$ cat src/rtl/bus_xbar_rr.sv
// Shared-path bus crossbar: NM masters to NS slaves, round-robin arbitration,
// table-driven decode, one-entry write/read data stages and an error channel.
module bus_xbar_rr #(
    parameter int unsigned      NM         = 2,
    parameter int unsigned      NS         = 4,
    parameter int unsigned      AW         = 27,
    parameter logic [NS*AW-1:0] SLV_BASE   = '0,
    parameter logic [NS*AW-1:0] SLV_MASK   = '0,
    parameter logic [NS-1:0]    SLV_NOLAST = '0
) (
    input  logic              clk_core,
    input  logic              reset_n,
    input  logic [NM-1:0]     m_cvalid_i,
    output logic [NM-1:0]     m_cready_o,
    input  logic [NM-1:0]     m_cmd_i,
    input  logic [NM*AW-1:0]  m_addr_i,
    input  logic [NM-1:0]     m_wvalid_i,
    output logic [NM-1:0]     m_wready_o,
    input  logic [NM-1:0]     m_wlast_i,
    input  logic [NM*32-1:0]  m_wdata_i,
    input  logic [NM*4-1:0]   m_wmask_i,
    output logic [NM-1:0]     m_rvalid_o,
    input  logic [NM-1:0]     m_rready_i,
    output logic              m_rlast_o,
    output logic [31:0]       m_rdata_o,
    output logic [NM-1:0]     m_error_o,
    input  logic [NM-1:0]     m_eack_i,
    output logic              s_cmd_o,
    output logic [AW-1:0]     s_addr_o,
    output logic              s_wlast_o,
    output logic [31:0]       s_wdata_o,
    output logic [3:0]        s_wmask_o,
    output logic [NS-1:0]     s_cvalid_o,
    input  logic [NS-1:0]     s_cready_i,
    output logic [NS-1:0]     s_wvalid_o,
    input  logic [NS-1:0]     s_wready_i,
    input  logic [NS-1:0]     s_rvalid_i,
    output logic [NS-1:0]     s_rready_o,
    input  logic [NS-1:0]     s_rlast_i,
    input  logic [NS*32-1:0]  s_rdata_i,
    input  logic [NS-1:0]     s_error_i,
    output logic [NS-1:0]     s_eack_o
);
    localparam int unsigned MW = (NM > 1) ? $clog2(NM) : 1;
    localparam int unsigned SW = (NS > 1) ? $clog2(NS) : 1;
    localparam int unsigned DW = 32;
    localparam int unsigned BW = 4;

    typedef enum logic [1:0] {IDLE, ACTIVE, DRAIN, ERR} state_e;

    state_e          state_q, state_d;
    logic [MW-1:0]   ptr_q, ptr_d, src_q, src_d;
    logic [SW-1:0]   sel_q, sel_d;
    logic            cmd_q, cmd_d, sent_q, sent_d;
    logic [AW-1:0]   addr_q, addr_d;
    logic            wfull_q, wfull_d, wlast_q, wlast_d;
    logic [DW-1:0]   wdata_q, wdata_d;
    logic [BW-1:0]   wmask_q, wmask_d;
    logic            rfull_q, rfull_d, rlast_q, rlast_d;
    logic [DW-1:0]   rdata_q, rdata_d;

    logic [MW-1:0]   win, cand;
    logic            any_req, hit;
    logic [AW-1:0]   win_addr;
    logic [SW-1:0]   hit_idx;
    logic            act, serr, act_ok, drain, errs;
    logic            s_wbeat, m_wrdy, m_wbeat, m_rbeat, s_rrdy, s_rbeat;
    logic            eack, done, can_acc, cbeat;

    // Round-robin pick starting at ptr, then decode the winner's address (lowest slave wins)
    always_comb begin
        win     = '0;
        cand    = '0;
        any_req = 1'b0;
        for (int unsigned i = 0; i < NM; i++) begin
            cand = MW'((32'(ptr_q) + i) % NM);
            if (!any_req && m_cvalid_i[cand]) begin
                any_req = 1'b1;
                win     = cand;
            end
        end
        win_addr = m_addr_i[32'(win)*AW +: AW];
        hit      = 1'b0;
        hit_idx  = '0;
        for (int unsigned k = NS; k > 0; k--) begin
            if ((win_addr & SLV_MASK[(k-1)*AW +: AW]) == SLV_BASE[(k-1)*AW +: AW]) begin
                hit     = 1'b1;
                hit_idx = SW'(k - 1);
            end
        end
    end

    // Handshake qualifiers for the transaction in flight; reset blocks all handshakes
    always_comb begin
        act     = reset_n && (state_q == ACTIVE);
        drain   = reset_n && (state_q == DRAIN);
        errs    = reset_n && (state_q == ERR);
        serr    = act && s_error_i[sel_q];
        act_ok  = act && !serr;
        eack    = m_eack_i[src_q];
        s_wbeat = act_ok && wfull_q && s_wready_i[sel_q];
        m_wrdy  = act_ok && !cmd_q && (!wfull_q || (s_wbeat && !wlast_q));
        m_wbeat = m_wrdy && m_wvalid_i[src_q];
        m_rbeat = act_ok && rfull_q && m_rready_i[src_q];
        s_rrdy  = act_ok && cmd_q && (!rfull_q || (m_rbeat && !rlast_q));
        s_rbeat = s_rrdy && s_rvalid_i[sel_q];
        done    = (act_ok && ((m_rbeat && rlast_q) || (s_wbeat && wlast_q)))
                || (serr && eack) || (errs && eack);
        can_acc = reset_n && ((state_q == IDLE) || done);
        cbeat   = can_acc && any_req;
    end

    // Next-state and handshake outputs
    always_comb begin
        state_d = state_q;
        ptr_d   = ptr_q;
        src_d   = src_q;
        sel_d   = sel_q;
        cmd_d   = cmd_q;
        addr_d  = addr_q;
        sent_d  = sent_q;
        wfull_d = wfull_q;
        wlast_d = wlast_q;
        wdata_d = wdata_q;
        wmask_d = wmask_q;
        rfull_d = rfull_q;
        rlast_d = rlast_q;
        rdata_d = rdata_q;

        m_cready_o = '0;
        m_wready_o = '0;
        m_rvalid_o = '0;
        m_error_o  = '0;
        s_cvalid_o = '0;
        s_wvalid_o = '0;
        s_rready_o = '0;
        s_eack_o   = '0;

        m_cready_o[win]   = cbeat;
        m_wready_o[src_q] = m_wrdy || drain;
        m_rvalid_o[src_q] = act_ok && rfull_q;
        m_error_o[src_q]  = serr || errs;
        s_cvalid_o[sel_q] = act_ok && !sent_q;
        s_wvalid_o[sel_q] = act_ok && wfull_q;
        s_rready_o[sel_q] = s_rrdy;
        s_eack_o[sel_q]   = serr && eack;

        if (act_ok && !sent_q && s_cready_i[sel_q]) begin
            sent_d = 1'b1;
        end

        if (m_wbeat) begin
            wfull_d = 1'b1;
            wdata_d = m_wdata_i[32'(src_q)*DW +: DW];
            wmask_d = m_wmask_i[32'(src_q)*BW +: BW];
            wlast_d = m_wlast_i[src_q];
        end else if (s_wbeat) begin
            wfull_d = 1'b0;
        end

        if (s_rbeat) begin
            rfull_d = 1'b1;
            rdata_d = s_rdata_i[32'(sel_q)*DW +: DW];
            rlast_d = s_rlast_i[sel_q] || SLV_NOLAST[sel_q];
        end else if (m_rbeat) begin
            rfull_d = 1'b0;
        end

        if (serr) begin
            wfull_d = 1'b0;
            rfull_d = 1'b0;
        end

        if (drain && m_wvalid_i[src_q] && m_wlast_i[src_q]) begin
            state_d = ERR;
        end

        if (done) begin
            state_d = IDLE;
            wfull_d = 1'b0;
            rfull_d = 1'b0;
        end

        if (cbeat) begin
            cmd_d  = m_cmd_i[win];
            addr_d = win_addr;
            src_d  = win;
            sel_d  = hit_idx;
            sent_d = 1'b0;
            ptr_d  = (32'(win) == NM - 1) ? '0 : MW'(32'(win) + 1);
            if (hit) begin
                state_d = ACTIVE;
            end else if (m_cmd_i[win]) begin
                state_d = ERR;
            end else begin
                state_d = DRAIN;
            end
        end
    end

    // State and datapath registers, synchronous active-low reset
    always_ff @(posedge clk_core) begin
        if (!reset_n) begin
            state_q <= IDLE;
            ptr_q   <= '0;
            src_q   <= '0;
            sel_q   <= '0;
            cmd_q   <= 1'b0;
            addr_q  <= '0;
            sent_q  <= 1'b0;
            wfull_q <= 1'b0;
            wlast_q <= 1'b0;
            wdata_q <= '0;
            wmask_q <= '0;
            rfull_q <= 1'b0;
            rlast_q <= 1'b0;
            rdata_q <= '0;
        end else begin
            state_q <= state_d;
            ptr_q   <= ptr_d;
            src_q   <= src_d;
            sel_q   <= sel_d;
            cmd_q   <= cmd_d;
            addr_q  <= addr_d;
            sent_q  <= sent_d;
            wfull_q <= wfull_d;
            wlast_q <= wlast_d;
            wdata_q <= wdata_d;
            wmask_q <= wmask_d;
            rfull_q <= rfull_d;
            rlast_q <= rlast_d;
            rdata_q <= rdata_d;
        end
    end

    assign s_cmd_o   = cmd_q;
    assign s_addr_o  = addr_q;
    assign s_wlast_o = wlast_q;
    assign s_wdata_o = wdata_q;
    assign s_wmask_o = wmask_q;
    assign m_rlast_o = rlast_q;
    assign m_rdata_o = rdata_q;

endmodule

$ cat config.mk
export PLATFORM = sky130hd
export DESIGN_NAME = bus_xbar_rr
export DESIGN_NICKNAME = d
export VERILOG_FILES = /design/src/rtl/bus_xbar_rr.sv
export SDC_FILE = /design/constraint.sdc
export NUM_CORES = 1
export LEC_CHECK = 0
export CORE_AREA = 2 2 160 162
export CTS_CLUSTER_SIZE = 8
export DETAILED_ROUTE_END_ITERATION = 10
export DIE_AREA = 0 0 162 164
export PLACE_DENSITY = 0.59
export SETUP_SLACK_MARGIN = 0.5
export SLEW_MARGIN = 10
export SYNTH_ARGS = -nofsm -noshare
export SYNTH_HDL_FRONTEND = slang
export SYNTH_SLANG_ARGS = --single-unit
$ cat constraint.sdc
create_clock -name clk_core -period 2 [get_ports clk_core]
set_input_delay 0.2 -clock clk_core [delete_from_list [all_inputs] [get_ports clk_core]]
set_output_delay 0.2 -clock clk_core [all_outputs]
set_load 0.05 [all_outputs]
==> results by group <==
Logic synthesis
  • Ys flop type: dfxtp_1
  • Number of distinct library cells after synthesis: 50
  • Cell area after synthesis: 4860 um^2
  • EDFF count, synth: 0
  • Top post-synthesis cells by area: dfxtp_1 43%, mux2i_1 8.0%, a21oi_1 7.6%, a211oi_1 5.9%, a22oi_1 4.2%
  • Synth area leader: dfxtp_1
  • Part of the Yosys area used for sequential elements: 43.3%
  • Area share of the largest cell type after synthesis: 43.3%
  • Ys Warns: 0
  • Post-synthesis async set-or-reset flop share: 0%
  • Mapped Avg Cell Area: 9.36 um^2
  • Cells after synthesis: 519
  • Seq cells post-synth: 105

Global routing
  • Vias in the first global route: 5390
  • Largest net degree at the start of global routing: 38
  • First-pass GRT wire length: 30800 um
  • Initial antenna violation count: 0
  • GRT Overall Usage: 15.1%
  • Grt total ovfl: 0

Timing
  • Achievable clock frequency: 0.509 GHz
  • Final Skew: 13.4 ps
  • Final-report max-slew violation count: 0
  • Worst-Margin Slew: 557 ps
  • Final Critical Period: 1960 ps
  • Hold Slack: 408 ps
  • Final setup margin: 35.0 ps
  • RSZ-0062 raised after global routing: true
  • Fin crit share: 98.2%
  • Hold Vio Cnt, Final: 0
  • Slew headroom: 63.0%
  • Finish-stage setup viols: 0

Drt
  • DRC: 0
  • Routed Antenna Nets: 0
  • Metal-1 WL: 8600 um
  • Drt via density: 4.53
  • Met2 routed WL: 9800 um
  • WL/cell: 17.7 um
  • Vias: 5259
  • Router iterations before antenna repair: 4
  • DRT iter0 DRCs: 293
  • Highest Signal Layer: met4
  • DRT Wirelength: 20500 um
  • Met3 Wirelength: 1740 um

Final layout
  • Multi-input gate area: 2960 um^2
  • Seq. cell area: 2120 um^2
  • # diodes: 0
  • Fillcell total: 2540
  • Share of layout cells above drive strength 1: 25.4%
  • Area Growth Syn to Fin: 94.8%
  • Fin nets: 1115

Clock tree
  • CTS max path bufs: 2
  • Clock slew at reported path FFs: 80 ps
  • Hold-fix buffers, CTS: 0
  • Worst skew pair latency: 350 ps
  • TritonCTS clock tree: done
  • H-tree Lvls: 3
  • Cts bufs inserted: 9
  • Clock Tree Root: clkbuf_16
  • Clock Sinks: 105

Setup path
  • Maximum fanout along the worst path: 7
  • Data required time of the critical path: 1800 ps
  • CP Launch Type: register
  • Worst reg-to-reg path cell count: 8
  • Slowest stage delay, CP: 380 ps
  • Crit path DAT: 1760 ps
  • Slowest stage cell, crit path: dfxtp_4
  • Reg-to-Reg Start: src_q$_SDFFE_PN0P_
  • Cell Chain, Critical Path: and4bb_2 -> nand4_1 -> a31o_2 -> nor2_4 -> buf_12
  • R2r endpoint: sent_q$_SDFFE_PP0P_
  • WS Path Type: register to output port
  • R2R setup slack: 80 ps
  • CP Capture Type: output port

Run status
  • Outcome: finished clean

Placement
  • Dpl hpwl: 14600 um
  • Gpl congestion: 0.741
  • Post-place setup slack: -152 ps
  • Port buffer count: 286

Worst hold path
  • Hold path depth: 3
  • Hold endpoint: m_rdata_o[14]$_SDFFE_PN0P_
  • Hold Startpoint: s_rdata_i[14]
  • Worst hold-check path type: input pin to register

Floorplanning
  • IO Count: 410
  • Core Rows: 58
  • Die Wd: 162 um
  • Core area: 24800 um^2
  • Die area: 26600 um^2
  • Die Y: 164 um
  • Initial core utilization: 19.6%

Flow run
  • Max_cap viols: 0

Power and ir drop
  • Overall power: 5.66 mW
  • Max VDD drop: 401 uV
  • Power Dens Cells: 598 nW/um^2
  • Leakage: 3.58 nW
cell type report:
type	count	area share, %
Multi-Input combinational cell	349	31.3
Tap cell	330	4.36
Clock inverter	7	0.793
Inverter	8	0.357
Sequential cell	105	22.4
Timing Repair Buffer	354	38.4
Clock buffer	9	2.38
critical path, delay by kind of cell (launching register included):
kind	cells	cell delay (ps)
AND/OR/NAND/NOR	3	580
flip-flops	1	380
buffers and inverters	1	140
AO/OA/AOI/OAI	1	300
placed cells by master, fill, tap and decap left out, types with 6 or more instances in the layout:
cell type          n
a21oi_1           62
mux2i_1           37
buf_6             13
buf_4             42
o2bb2ai_2         23
a22oi_1           27
inv_1              6
nor2_4             8
clkbuf_2          11
a211oi_1          25
clkdlybuf4s15_1   19
a21oi_4            8
buf_12            21
clkdlybuf4s50_1  174
nand3_1           37
dlygate4sd2_1     61
o21ai_0           33
dfxtp_1           98
clkbuf_16          9
a211oi_2          13
conb_1            12
kinds of logic after synthesis:
kind of cell	synth area share (%)
other	0.0772
muxes	8.73
and+or+nand+nor	8.48
AOI/OAI and AO/OA	31.4
buffers and inverters	8.04
DFF	43.3
stage by stage:
step,TNS (ps),utilization [%],std cells,area [um^2]
2_1_floorplan,0,-,530,5010
4_1_cts,0,36.4,1154,9040
5_1_grt,-111,38.1,1162,9460
3_3_place_gp,-6670,33.8,1120,8390
6_report,0,38.1,1162,9460
3_5_place_dp,-5520,33.8,1120,8390
routing by layer:
layer  vias to the layer above  GRT usage, %
met3                        22          5.23
li1                       2547             -
met5                         -             0
met2                       216          25.6
met4                         0          4.51
met1                      2474          18.2
worst max path at each step:
stage,startpoint,end,cells past startpoint
final,state_q[1]$_SDFFE_PP0P_,m_cready_o[1],5
after global routing,state_q[1]$_SDFFE_PP0P_,m_cready_o[0],6
after CTS,state_q[1]$_SDFFE_PP0P_,m_wready_o[0],6
after detailed placement,s_error_i[0],s_addr_o[11]$_SDFFE_PN0P_,7
after global placement,s_error_i[0],s_addr_o[9]$_SDFFE_PN0P_,7
after floorplan,state_q[1]$_SDFFE_PP0P_,m_cready_o[1],6
cell usage after synthesis (8+ instances only):
master,number
a211oi_1,38
a21oi_1,74
a22oi_1,27
buf_2,17
buf_4,17
clkbuf_1,29
dfxtp_1,105
inv_1,8
mux2i_1,39
nand3_1,39
nor2_1,14
o21ai_0,36
o2bb2ai_1,18
o2bb2ai_2,10
power by group:
group	internal [mW]	switching [mW]
logic	0.746	0.820
registers	2.16	0.0717
clock network	0.987	0.875
registers in the layout (all words and copies together), names as in the netlist:
name,cells
s_cmd_o,1
s_addr_o,27
sent_q,1
m_rlast_o,1
rfull_q,1
src_q,1
state_q,2
s_wmask_o,4
wfull_q,1
ptr_q,1
m_rdata_o,32
s_wlast_o,1
s_wdata_o,32
what timing repair did:
action / 4_1_cts / 5_1_grt
setup endpoints to repair: 212 / 151
cloned: 4 / 1
buffers inserted: 14 / 7
gates resized for setup: 156 / 112
pin swaps: 9 / 11
No activity file was read; power rests on OpenSTA's default activity.
